**src/rtl/tx_sequence_modulator_pkg.sv**
```systemverilog
// Shared constants for the ultrasound transmit chain: carrier sine table,
// sequence-set dimensions, FSM encodings and the Kasami generator sequences.
package tx_sequence_modulator_pkg;

    localparam int SEQ_COUNT        = 16;
    localparam int SEQ_ID_W         = $clog2(SEQ_COUNT);
    localparam int KASAMI_LEN       = 255;
    localparam int KASAMI_SHORT_LEN = 15;

    localparam logic signed [15:0] SINE_AMPLITUDE = 16'sd16384;
    localparam logic signed [15:0] SINE_DIAG      = 16'sd11585;

    localparam logic [1:0] ST_IDLE = 2'd0;
    localparam logic [1:0] ST_LOAD = 2'd1;
    localparam logic [1:0] ST_SEND = 2'd2;
    localparam logic [1:0] ST_DONE = 2'd3;

    // One carrier period in 8 samples; symmetric so negation never overflows.
    function automatic logic signed [15:0] sine_sample(input logic [2:0] k);
        logic signed [15:0] v;
        case (k)
            3'd0, 3'd4: v = 16'sd0;
            3'd1, 3'd3: v = SINE_DIAG;
            3'd2:       v = SINE_AMPLITUDE;
            3'd5, 3'd7: v = -SINE_DIAG;
            default:    v = -SINE_AMPLITUDE;
        endcase
        return v;
    endfunction

    // Maximal-length sequence from x^8 + x^4 + x^3 + x^2 + 1, seeded 1,0,0,...
    function automatic logic [KASAMI_LEN-1:0] gen_mseq();
        logic [KASAMI_LEN-1:0] s;
        s    = '0;
        s[0] = 1'b1;
        for (int n = 0; n < KASAMI_LEN - 8; n++) begin
            s[8'(n + 8)] = s[8'(n + 4)] ^ s[8'(n + 3)] ^ s[8'(n + 2)] ^ s[8'(n)];
        end
        return s;
    endfunction

    localparam logic [KASAMI_LEN-1:0] MSEQ = gen_mseq();

    // Short Kasami component: the long sequence decimated by 2^(8/2)+1 = 17.
    function automatic logic [KASAMI_SHORT_LEN-1:0] gen_short();
        logic [KASAMI_SHORT_LEN-1:0] s;
        s = '0;
        for (int j = 0; j < KASAMI_SHORT_LEN; j++) begin
            s[4'(j)] = MSEQ[8'((17 * j) % KASAMI_LEN)];
        end
        return s;
    endfunction

    localparam logic [KASAMI_SHORT_LEN-1:0] SHORT_SEQ = gen_short();

endpackage

```
**src/rtl/tx_sequence_modulator_rom.sv**
```systemverilog
// Spreading-sequence ROM: 16 sequences x 255 chips with a registered chip output.
// Sequence 0 is all ones (calibration tone); sequences 1..15 are the small
// Kasami set built from the long m-sequence XOR a shifted short sequence.
module tx_sequence_rom
    import tx_sequence_modulator_pkg::*;
(
    input  logic                clk,
    input  logic                rst_n,
    input  logic [SEQ_ID_W-1:0] seq_id,
    input  logic [7:0]          chip_idx,
    output logic                chip
);

    logic [3:0] short_idx;
    logic       chip_next;

    // Sequence id s selects the short-sequence shift (s-1); adding 14 is -1 mod 15.
    always_comb begin
        short_idx = 4'((9'(chip_idx) + 9'(seq_id) + 9'd14) % 9'(KASAMI_SHORT_LEN));
        if (seq_id == '0) begin
            chip_next = 1'b1;
        end else begin
            chip_next = MSEQ[chip_idx] ^ SHORT_SEQ[short_idx];
        end
    end

    // One clock of read latency, like a block ROM.
    always_ff @(posedge clk or negedge rst_n) begin
        if (!rst_n) begin
            chip <= 1'b0;
        end else begin
            chip <= chip_next;
        end
    end

endmodule

```
**src/rtl/tx_sequence_modulator.sv**
```systemverilog
// BPSK transmit modulator: spreads a sine carrier with a selected sequence and
// emits one 16-bit sample per CLK_PER_SAMPLE enabled clocks, timestamping the
// first sample. Define TX_WINDOW_EN to halve the amplitude of the first and
// last chip to limit transducer ringing; timing is identical either way.
module tx_sequence_modulator
    import tx_sequence_modulator_pkg::*;
#(
    parameter int CLK_PER_SAMPLE    = 128,
    parameter int SAMPLES_PER_CYCLE = 8,
    parameter int CYCLES_PER_CHIP   = 2,
    parameter int SEQ_LEN           = 255
) (
    input  logic                ctx_clk,
    input  logic                rtx_rst,
    input  logic                etx_en,
    input  logic [SEQ_ID_W-1:0] iseq_id,
    input  logic                itrigger_arm,
    output logic signed [15:0]  o_sample,
    output logic                o_sample_valid,
    output logic                o_busy,
    output logic                o_done,
    output logic [15:0]         o_time_arm
);

    localparam int CLK_W = (CLK_PER_SAMPLE > 1) ? $clog2(CLK_PER_SAMPLE) : 1;
    localparam int CYC_W = (CYCLES_PER_CHIP > 1) ? $clog2(CYCLES_PER_CHIP) : 1;
    localparam logic [CLK_W-1:0] CLK_LAST   = CLK_W'(CLK_PER_SAMPLE - 1);
    localparam logic [CYC_W-1:0] CYC_LAST   = CYC_W'(CYCLES_PER_CHIP - 1);
    localparam logic [2:0]       PHASE_LAST = 3'(SAMPLES_PER_CYCLE - 1);
    localparam logic [7:0]       CHIP_LAST  = 8'(SEQ_LEN - 1);

    logic [1:0]          state;
    logic [SEQ_ID_W-1:0] seq_id_q;
    logic [CLK_W-1:0]    clk_cnt;
    logic [2:0]          phase;
    logic [CYC_W-1:0]    cycle;
    logic [7:0]          chip_idx;
    logic                last_sent;
    logic [CLK_W-1:0]    ts_div;
    logic [15:0]         ts_cnt;
    logic [7:0]          rom_addr;
    logic                rom_chip;
    logic signed [15:0]  sample_next;
    logic                first_sample;

    tx_sequence_rom u_rom (
        .clk      (ctx_clk),
        .rst_n    (rtx_rst),
        .seq_id   (seq_id_q),
        .chip_idx (rom_addr),
        .chip     (rom_chip)
    );

    // LOAD points the ROM at chip 0 so it is ready for the first strobe.
    always_comb begin
        rom_addr     = (state == ST_LOAD) ? 8'd0 : chip_idx;
        first_sample = (phase == 3'd0) && (cycle == '0) && (chip_idx == 8'd0);
    end

    // BPSK: chip 1 passes the carrier, chip 0 inverts it; optional edge-chip taper.
    always_comb begin
        sample_next = rom_chip ? sine_sample(phase) : -sine_sample(phase);
`ifdef TX_WINDOW_EN
        if ((chip_idx == 8'd0) || (chip_idx == CHIP_LAST)) begin
            sample_next = sample_next >>> 1;
        end
`endif
    end

    // Free-running sample-rate timestamp shared with the receive side.
    always_ff @(posedge ctx_clk or negedge rtx_rst) begin
        if (!rtx_rst) begin
            ts_div <= '0;
            ts_cnt <= 16'd0;
        end else if (etx_en) begin
            if (ts_div == CLK_LAST) begin
                ts_div <= '0;
                ts_cnt <= ts_cnt + 16'd1;
            end else begin
                ts_div <= ts_div + 1'b1;
            end
        end
    end

    // Transmission FSM with sample pacing, chip/cycle/phase counters and outputs.
    always_ff @(posedge ctx_clk or negedge rtx_rst) begin
        if (!rtx_rst) begin
            state          <= ST_IDLE;
            seq_id_q       <= '0;
            clk_cnt        <= '0;
            phase          <= 3'd0;
            cycle          <= '0;
            chip_idx       <= 8'd0;
            last_sent      <= 1'b0;
            o_sample       <= 16'sd0;
            o_sample_valid <= 1'b0;
            o_busy         <= 1'b0;
            o_done         <= 1'b0;
            o_time_arm     <= 16'd0;
        end else begin
            o_sample_valid <= 1'b0;
            o_done         <= 1'b0;
            if (etx_en) begin
                case (state)
                    ST_IDLE: begin
                        if (itrigger_arm) begin
                            seq_id_q <= iseq_id;
                            state    <= ST_LOAD;
                        end
                    end
                    ST_LOAD: begin
                        clk_cnt   <= '0;
                        phase     <= 3'd0;
                        cycle     <= '0;
                        chip_idx  <= 8'd0;
                        last_sent <= 1'b0;
                        o_busy    <= 1'b1;
                        state     <= ST_SEND;
                    end
                    ST_SEND: begin
                        if (last_sent) begin
                            o_done   <= 1'b1;
                            o_busy   <= 1'b0;
                            o_sample <= 16'sd0;
                            state    <= ST_DONE;
                        end else begin
                            clk_cnt <= (clk_cnt == CLK_LAST) ? '0 : clk_cnt + 1'b1;
                            if (clk_cnt == '0) begin
                                o_sample       <= sample_next;
                                o_sample_valid <= 1'b1;
                                if (first_sample) begin
                                    o_time_arm <= ts_cnt;
                                end
                                if (phase == PHASE_LAST) begin
                                    phase <= 3'd0;
                                    if (cycle == CYC_LAST) begin
                                        cycle <= '0;
                                        if (chip_idx == CHIP_LAST) begin
                                            last_sent <= 1'b1;
                                        end else begin
                                            chip_idx <= chip_idx + 8'd1;
                                        end
                                    end else begin
                                        cycle <= cycle + 1'b1;
                                    end
                                end else begin
                                    phase <= phase + 3'd1;
                                end
                            end
                        end
                    end
                    ST_DONE: begin
                        state <= ST_IDLE;
                    end
                    default: begin
                        state <= ST_IDLE;
                    end
                endcase
            end
        end
    end

endmodule

```
**config.mk**
```make
export PLATFORM = sky130hd
export DESIGN_NAME = tx_sequence_modulator
export DESIGN_NICKNAME = d
export VERILOG_FILES = /design/src/rtl/tx_sequence_modulator_pkg.sv /design/src/rtl/tx_sequence_modulator_rom.sv /design/src/rtl/tx_sequence_modulator.sv
export SDC_FILE = /design/constraint.sdc
export NUM_CORES = 1
export LEC_CHECK = 0
export CAP_MARGIN = 20
export CORE_UTILIZATION = 25
export DETAILED_ROUTE_END_ITERATION = 16
export GPL_ROUTABILITY_DRIVEN = 0
export GPL_TIMING_DRIVEN = 0
export MAX_ROUTING_LAYER = met4
export PLACE_DENSITY = 0.51
export SLEW_MARGIN = 20
export SYNTH_ARGS = -nofsm -noshare
export SYNTH_HDL_FRONTEND = slang
export SYNTH_SLANG_ARGS = --single-unit
```
**constraint.sdc**
```tcl
create_clock -name ctx_clk -period 8.57 [get_ports ctx_clk]
set_input_delay 1.714 -clock ctx_clk [delete_from_list [all_inputs] [get_ports ctx_clk]]
set_output_delay 1.714 -clock ctx_clk [all_outputs]
set_load 0.01 [all_outputs]
```
## Word level (Yosys, flattened, before mapping)

Memory sizes are Yosys's and may differ from the RTL's.
Index checks and enable logic that the tools add are counted.

| storage, ports and cells | value |
|---|---|
| logic and storage cells | 119 |
| memories | 2 |
| ROM bits | 272 |
| flip-flop bits (word level) | 85 |

| cells by class | value |
|---|---|
| magnitude comparators | 2 |
| $add $sub $neg | 9 |
| equal/unequal tests | 19 |
| mux-type cells | 45 |
| reductions and logical operators | 23 |
| div/mod/pow operators | 1 |
| bitwise logic cells | 3 |

Memory list:

| name | words | width | rd ports | clocked after Yosys merged registers in | write ports | RTL line | source |
|---|---|---|---|---|---|---|---|
| (no name shown) | 256 | 1 | 1 | 0 | 0 | tx_sequence_modulator_rom.sv:23 | `chip_next = MSEQ[chip_idx] ^ SHORT_SEQ[short_idx];` |
| (no name shown) | 16 | 1 | 1 | 0 | 0 | tx_sequence_modulator_rom.sv:23 |  |

Operator list:

| cell | count |
|---|---|
| 16-bit one-hot mux with 4 select lines | 1 |
| 16-bit 2-to-1 mux | 3 |
| 8-bit 2-to-1 mux | 6 |
| 7-bit 2-to-1 mux | 3 |
| 1-bit 2-to-1 mux | 20 |
| 16-bit by 1-bit adder with 16-bit output, second input constant | 1 |
| 16-bit negator | 1 |
| 8-bit one-hot mux with 2 select lines | 1 |
| 3-bit AND reduction | 5 |
| 7-bit by 1-bit adder with 7-bit output, second input constant | 2 |
| 7-bit == test, second input constant | 2 |
| 2-bit inequality test, second input constant | 7 |
| 7-bit one-hot mux with 2 select lines | 1 |
| 5-bit AND reduction | 2 |
| 8-bit by 4-bit adder with 9-bit output | 1 |
| 9-bit by 4-bit adder with 9-bit output, second input constant | 1 |
| 3-bit == test, second input constant | 3 |
| 8-bit by 9-bit < comparator with 1-bit output, second input constant | 1 |
| 9-bit by 4-bit remainder unit with 9-bit output, second input constant | 1 |
| 3-bit 2-to-1 mux | 3 |
| 8-bit by 1-bit adder with 8-bit output, second input constant | 1 |
| 8-bit == test, second input constant | 1 |
| 8-bit zero test | 1 |
| 2-bit one-hot mux with 4 select lines | 1 |
| 22 further kinds | 33 |

## Longest topological paths before layout

| depth | value |
|---|---|
| depth after elaboration | 9 |
| mapped depth | 29 |
| mapped depth without buffers | 27 |

## Hierarchy

From an unflattened synthesis, not the netlist that was laid out.

| second synthesis, totals | value |
|---|---|
| cells, all modules | 581 |
| area total of the unflattened synthesis | 5415.2 sq um |

Modules (own cells, without submodules):

| module | sequential area each (sq um) | cells an instance | instances | area an instance (sq um) |
|---|---|---|---|---|
| tx_sequence_modulator | 1926.8 | 391 | 1 | 4068.9 |
| tx_sequence_rom | 25.0 | 190 | 1 | 1346.3 |

## Worst setup path before layout

OpenSTA, ideal clock, no wires.

| path | value |
|---|---|
| path type | register -> register |
| from | reg state[1] |
| to | reg u_rom.chip |
| stages on the path, launching flop included | 30 |
| buffers on the path | 2 |
| slack | 2.561 ns |
| arrival | 5.929 ns |
| data required time | 8.491 ns |
| path through | dfrtp_1 > inv_1 > ha_1 > clkbuf_8 > inv_1 > nand2_1 > ha_1 > inv_1 > ha_1 > fa_1 > a211oi_4 > o21ai_1 > and2_1 > buf_6 > and4b_4 > nor3_1 > a21oi_1 > or2_2 > ha_1 > inv_1 > and2_2 > a311oi_4 > inv_1 > o31ai_2 > mux2i_1 > ha_1 > nor3b_1 > a21oi_1 > a221oi_2 > mux2i_1 |

| on the way | value |
|---|---|
| longest elaborated chain between the ends | 9 |
| elaborated cells between the ends (all ways) | 11 |

RTL lines:

| element | RTL line | source |
|---|---|---|
| start: declaration | tx_sequence_modulator.sv:32 | `logic [1:0] state;` |
| start signal: assignment | tx_sequence_modulator.sv:88 | `state <= ST_IDLE;` |
| start signal: assignment | tx_sequence_modulator.sv:108 | `state <= ST_LOAD;` |
| start signal: assignment | tx_sequence_modulator.sv:118 | `state <= ST_SEND;` |
| 2-bit by 1-bit == test with 1-bit output * | tx_sequence_modulator.sv:56 | `rom_addr = (state == ST_LOAD) ? 8'd0 : chip_idx;` |
| 8-bit 2-to-1 mux * | tx_sequence_modulator.sv:56 |  |
| 8-bit by 4-bit adder with 9-bit output | tx_sequence_modulator_rom.sv:19 | `short_idx = 4'((9'(chip_idx) + 9'(seq_id) + 9'd14) % 9'(KASAMI_SHORT_LEN));` |
| 9-bit by 4-bit adder with 9-bit output | tx_sequence_modulator_rom.sv:19 |  |
| 9-bit by 4-bit remainder unit with 9-bit output | tx_sequence_modulator_rom.sv:19 |  |
| memory read 16 x 1 bit | -- |  |
| 1-bit 2-to-1 mux (not written as such) | tx_sequence_modulator_rom.sv:23 |  |
| 1-bit XOR * | tx_sequence_modulator_rom.sv:23 |  |
| 1-bit 2-to-1 mux * | tx_sequence_modulator_rom.sv:20 | `if (seq_id == '0) begin` |
| via u_rom.chip_next | tx_sequence_modulator_rom.sv:15 | `logic chip_next;` |
| end signal: assignment | tx_sequence_modulator_rom.sv:32 | `chip <= chip_next;` |
| end: declaration | tx_sequence_modulator_rom.sv:11 | `output logic chip` |

Mark *: on every way through the listed nets, which the timed path passes. The rest lies on a longest branch. The select of a mux whose other input is x is not followed.
A chain may end at the register's enable or synchronous reset.

## Worst setup path after layout

Ends and elaborated chain as after synthesis.

==> flow_summary.ini <==
[cts]
cts_tree = built
hold_buffers = 0
cts_setup_buffers = 0
clkSinkCount = 78
clock_tree.htree_level_count = 3
clock-root-buffer = clkbuf_16
clock_latency_ns = 0.33
numCtsBuffers = 9
cts_resized = 0
clockBufferDepth = 2
clkTransAtPathRegs_ns = 0.06

[logic_synthesis]
netlist_area_um2 = 5180
syn_nets = 592
synth_edf_count = 0
ys_seq_area_frac = 0.377
synth_top_family_by_area = simple AND/OR/NAND/NOR gates
synth_fa_ha_area_frac = 0.0860
synth_compound_area_frac = 0.170
synth_seq_cells = 78
ys_types = 76
yosys.area_share.xor_xnor = 0.0625
syn_inst = 549
synth-simple-area-share = 0.177
syn_area_per_cell_um2 = 9.44
yosys_warnings = 0
synthMuxAreaShare = 0.0737
synthArstFlopShare = 1.00
synth_ff_type = dfrtp_1

[floorplan]
fp.dieW_um = 146
die_y_um = 146
die_area_um2 = 21300
coreArea_um2 = 20300
start_util = 0.255
pin_count = 43
row_count = 52

[hold_path]
worstHoldPathType = flip-flop to flip-flop

[power_and_ir_drop]
vdd_drop_max_uv = 136
power_mw = 2.18
leakagePower_nw = 2.73
cellPowerDensity_nw_per_um2 = 350

[global_route]
grt_use_met2 = 0.169
grt_first_pass_wirelength_mm = 19.8
grt_util_met1 = 0.159
grt_overflow = 0
first_global_vias = 3923
grt_usage = 0.114
grt_max_degree = 59
antenna_found_initial = 0
grt.met3_usage = 0.0204
top_usage_layer = met2

[finish]
final_net_count = 646
antenna_cells = 0
areaGrowthSynthToFinish_pct = 20.1
drive_above_1_share = 0.130
nFillCells = 2103
design_area_um2 = 6220

[routing]
via_count = 4132
wl_per_cell_um = 13.1
routed_wl_mm = 11.4
vias_per_cell = 4.71
ant_nets = 0
drtIter0Drc = 243
route.detailed.drc = 0
dr.pass1.iters = 4

[timing]
holdWs_ns = 0.482
drv_slew = 0
finalSetupViolCount = 0
timing.final.ws_setup_ns = 1.69
fin_crit_sh = 0.803
fin_crit_ns = 6.88
fin_skew_ns = 0.00414
finalSetupTns_ns = 0
rsz0062_at_grt = no
slew_headroom = 0.597
clock.fmax_mhz = 145
hold_violations = 0
worst_pin_slew_ns = 0.603

[critical_path]
crit_slowest_cell = fa_1
critPathRequiredTime_ns = 8.82
path_class = flip-flop to flip-flop
critPathLaunchType = flip-flop
cpPeakStageDelay_ns = 0.46
critPathBufInv = 7
cp_top_family = adder cells
end_kind = flip-flop
arrival_ns = 7.12
crit_fanout = 10

[place]
hpwl_mm = 8.59
placed_cell_area_um2 = 5960
port_buffers = 42
post-place-ws_ns = 1.74

[run_status]
status = completed

[job]
maxCapViolCount = 0
==> synthesized netlist by cell type, drive strengths merged (3+ instances only) <==
library cell	number	area share
nand2	53	0.038
a21oi	28	0.027
ha	34	0.082
nor2	37	0.027
o21ai	39	0.038
buf	11	0.015
o211ai	10	0.015
nand2b	4	0.0048
dfrtp	78	0.38
mux2i	7	0.014
nor3b	3	0.0043
and3	9	0.011
xnor2	23	0.039
nor4	4	0.0048
nor2b	6	0.0072
clkbuf	12	0.011
mux2	27	0.060
nor3	8	0.0097
nand4	17	0.021
a22o	5	0.0085
and2	3	0.0039
xor2	14	0.024
a31oi	4	0.0048
inv	35	0.025
nand3	24	0.023
a211oi	6	0.014
a21o	4	0.0060
==> cell families (layout without fill, tap and decap cells) <==
logic type	after synthesis	in the layout
AND/OR/NAND/NOR	181	181
AO/OA/AOI/OAI	125	125
flip-flops	78	78
buffers and inverters	59	117
XOR/XNOR	37	37
adder cells (fa/ha/maj)	35	35
multiplexers	34	34
==> worst min-delay path: cells and delay by family, from the launching register on <==
kind             cells  cell delay, ns
AO/OA/AOI/OAI        1            0.06
flip-flops           1            0.34
AND/OR/NAND/NOR      1            0.04
==> sequential cells by signal, summed over array words and instances (netlist names), 3 cells and up <==
signal / flops
phase: 3
o_sample: 9
seq_id_q: 4
ts_div: 7
clk_cnt: 7
chip_idx: 8
o_time_arm: 16
ts_cnt: 16
==> metal layers <==
metal / share of wire / vias up
met2: 0.44 / 69
met5: 0 / -
met3: 0.031 / 9
met1: 0.52 / 1998
met4: 0.0079 / 0
li1: - / 2056
==> path summary, 6_finish.rpt <==
path | startpoint | to | slack [ns] | cells past startpoint
hold / removal | o_sample[9]$_DFFE_PN0P_ | o_sample[9]$_DFFE_PN0P_ | 0.48 | 2
setup / recovery | state[1]$_DFFE_PN0P_ | u_rom.chip$_DFF_PN0_ | 1.69 | 29
min in group asynchronous | rtx_rst | o_time_arm[13]$_DFFE_PN0P_ | 1.27 | 1
max in group asynchronous | rtx_rst | chip_idx[1]$_DFFE_PN0P_ | 6.73 | 2
hold reg to reg | o_sample[9]$_DFFE_PN0P_ | o_sample[9]$_DFFE_PN0P_ | 0.48 | 2
setup reg to reg | state[1]$_DFFE_PN0P_ | u_rom.chip$_DFF_PN0_ | 1.69 | 29
==> metrics by stage <==
stage / std cells / util
2_1_floorplan: 549 / -
3_3_place_gp: 861 / 0.293
3_5_place_dp: 862 / 0.294
4_1_cts: 877 / 0.307
5_1_grt: 877 / 0.307
6_report: 877 / 0.307
==> layout by cell type (no fill, tap or decap), types with 6 or more instances in the layout <==
master / Yosys / final
inv_1: 35 / 35
buf_4: 7 / 8
nand4_1: 17 / 17
nand3_1: 24 / 24
and3_1: 9 / 9
clkbuf_1: 10 / 12
nand2_1: 53 / 53
xnor2_1: 23 / 23
clkbuf_16: 0 / 9
nor2b_1: 6 / 6
nor2_1: 37 / 37
a21oi_1: 28 / 28
clkdlybuf4s50_1: 0 / 41
ha_1: 34 / 34
o211ai_1: 9 / 9
o21ai_0: 38 / 38
mux2i_1: 7 / 7
dfrtp_1: 78 / 78
xor2_1: 14 / 14
nor3_1: 6 / 6
mux2_2: 25 / 25
==> layout make-up <==
type                            count  area, um^2  share of cell area
Buffer                             23         136              0.0219
Clock inverter                      4        25.0             0.00402
Timing Repair Buffer               43         445              0.0716
Sequential cell                    78        1950               0.314
Inverter                           36         148              0.0237
Clock buffer                       11         233              0.0374
Tap cell                          270         338              0.0543
Multi-Input combinational cell    412        2950               0.473
==> power by group <==
group	internal, mW	total (mW)	switching [mW]
clock network	0.194	0.338	0.144
registers	0.432	0.490	0.0583
logic	0.572	1.35	0.780
No activity file was read; power rests on OpenSTA's default activity.
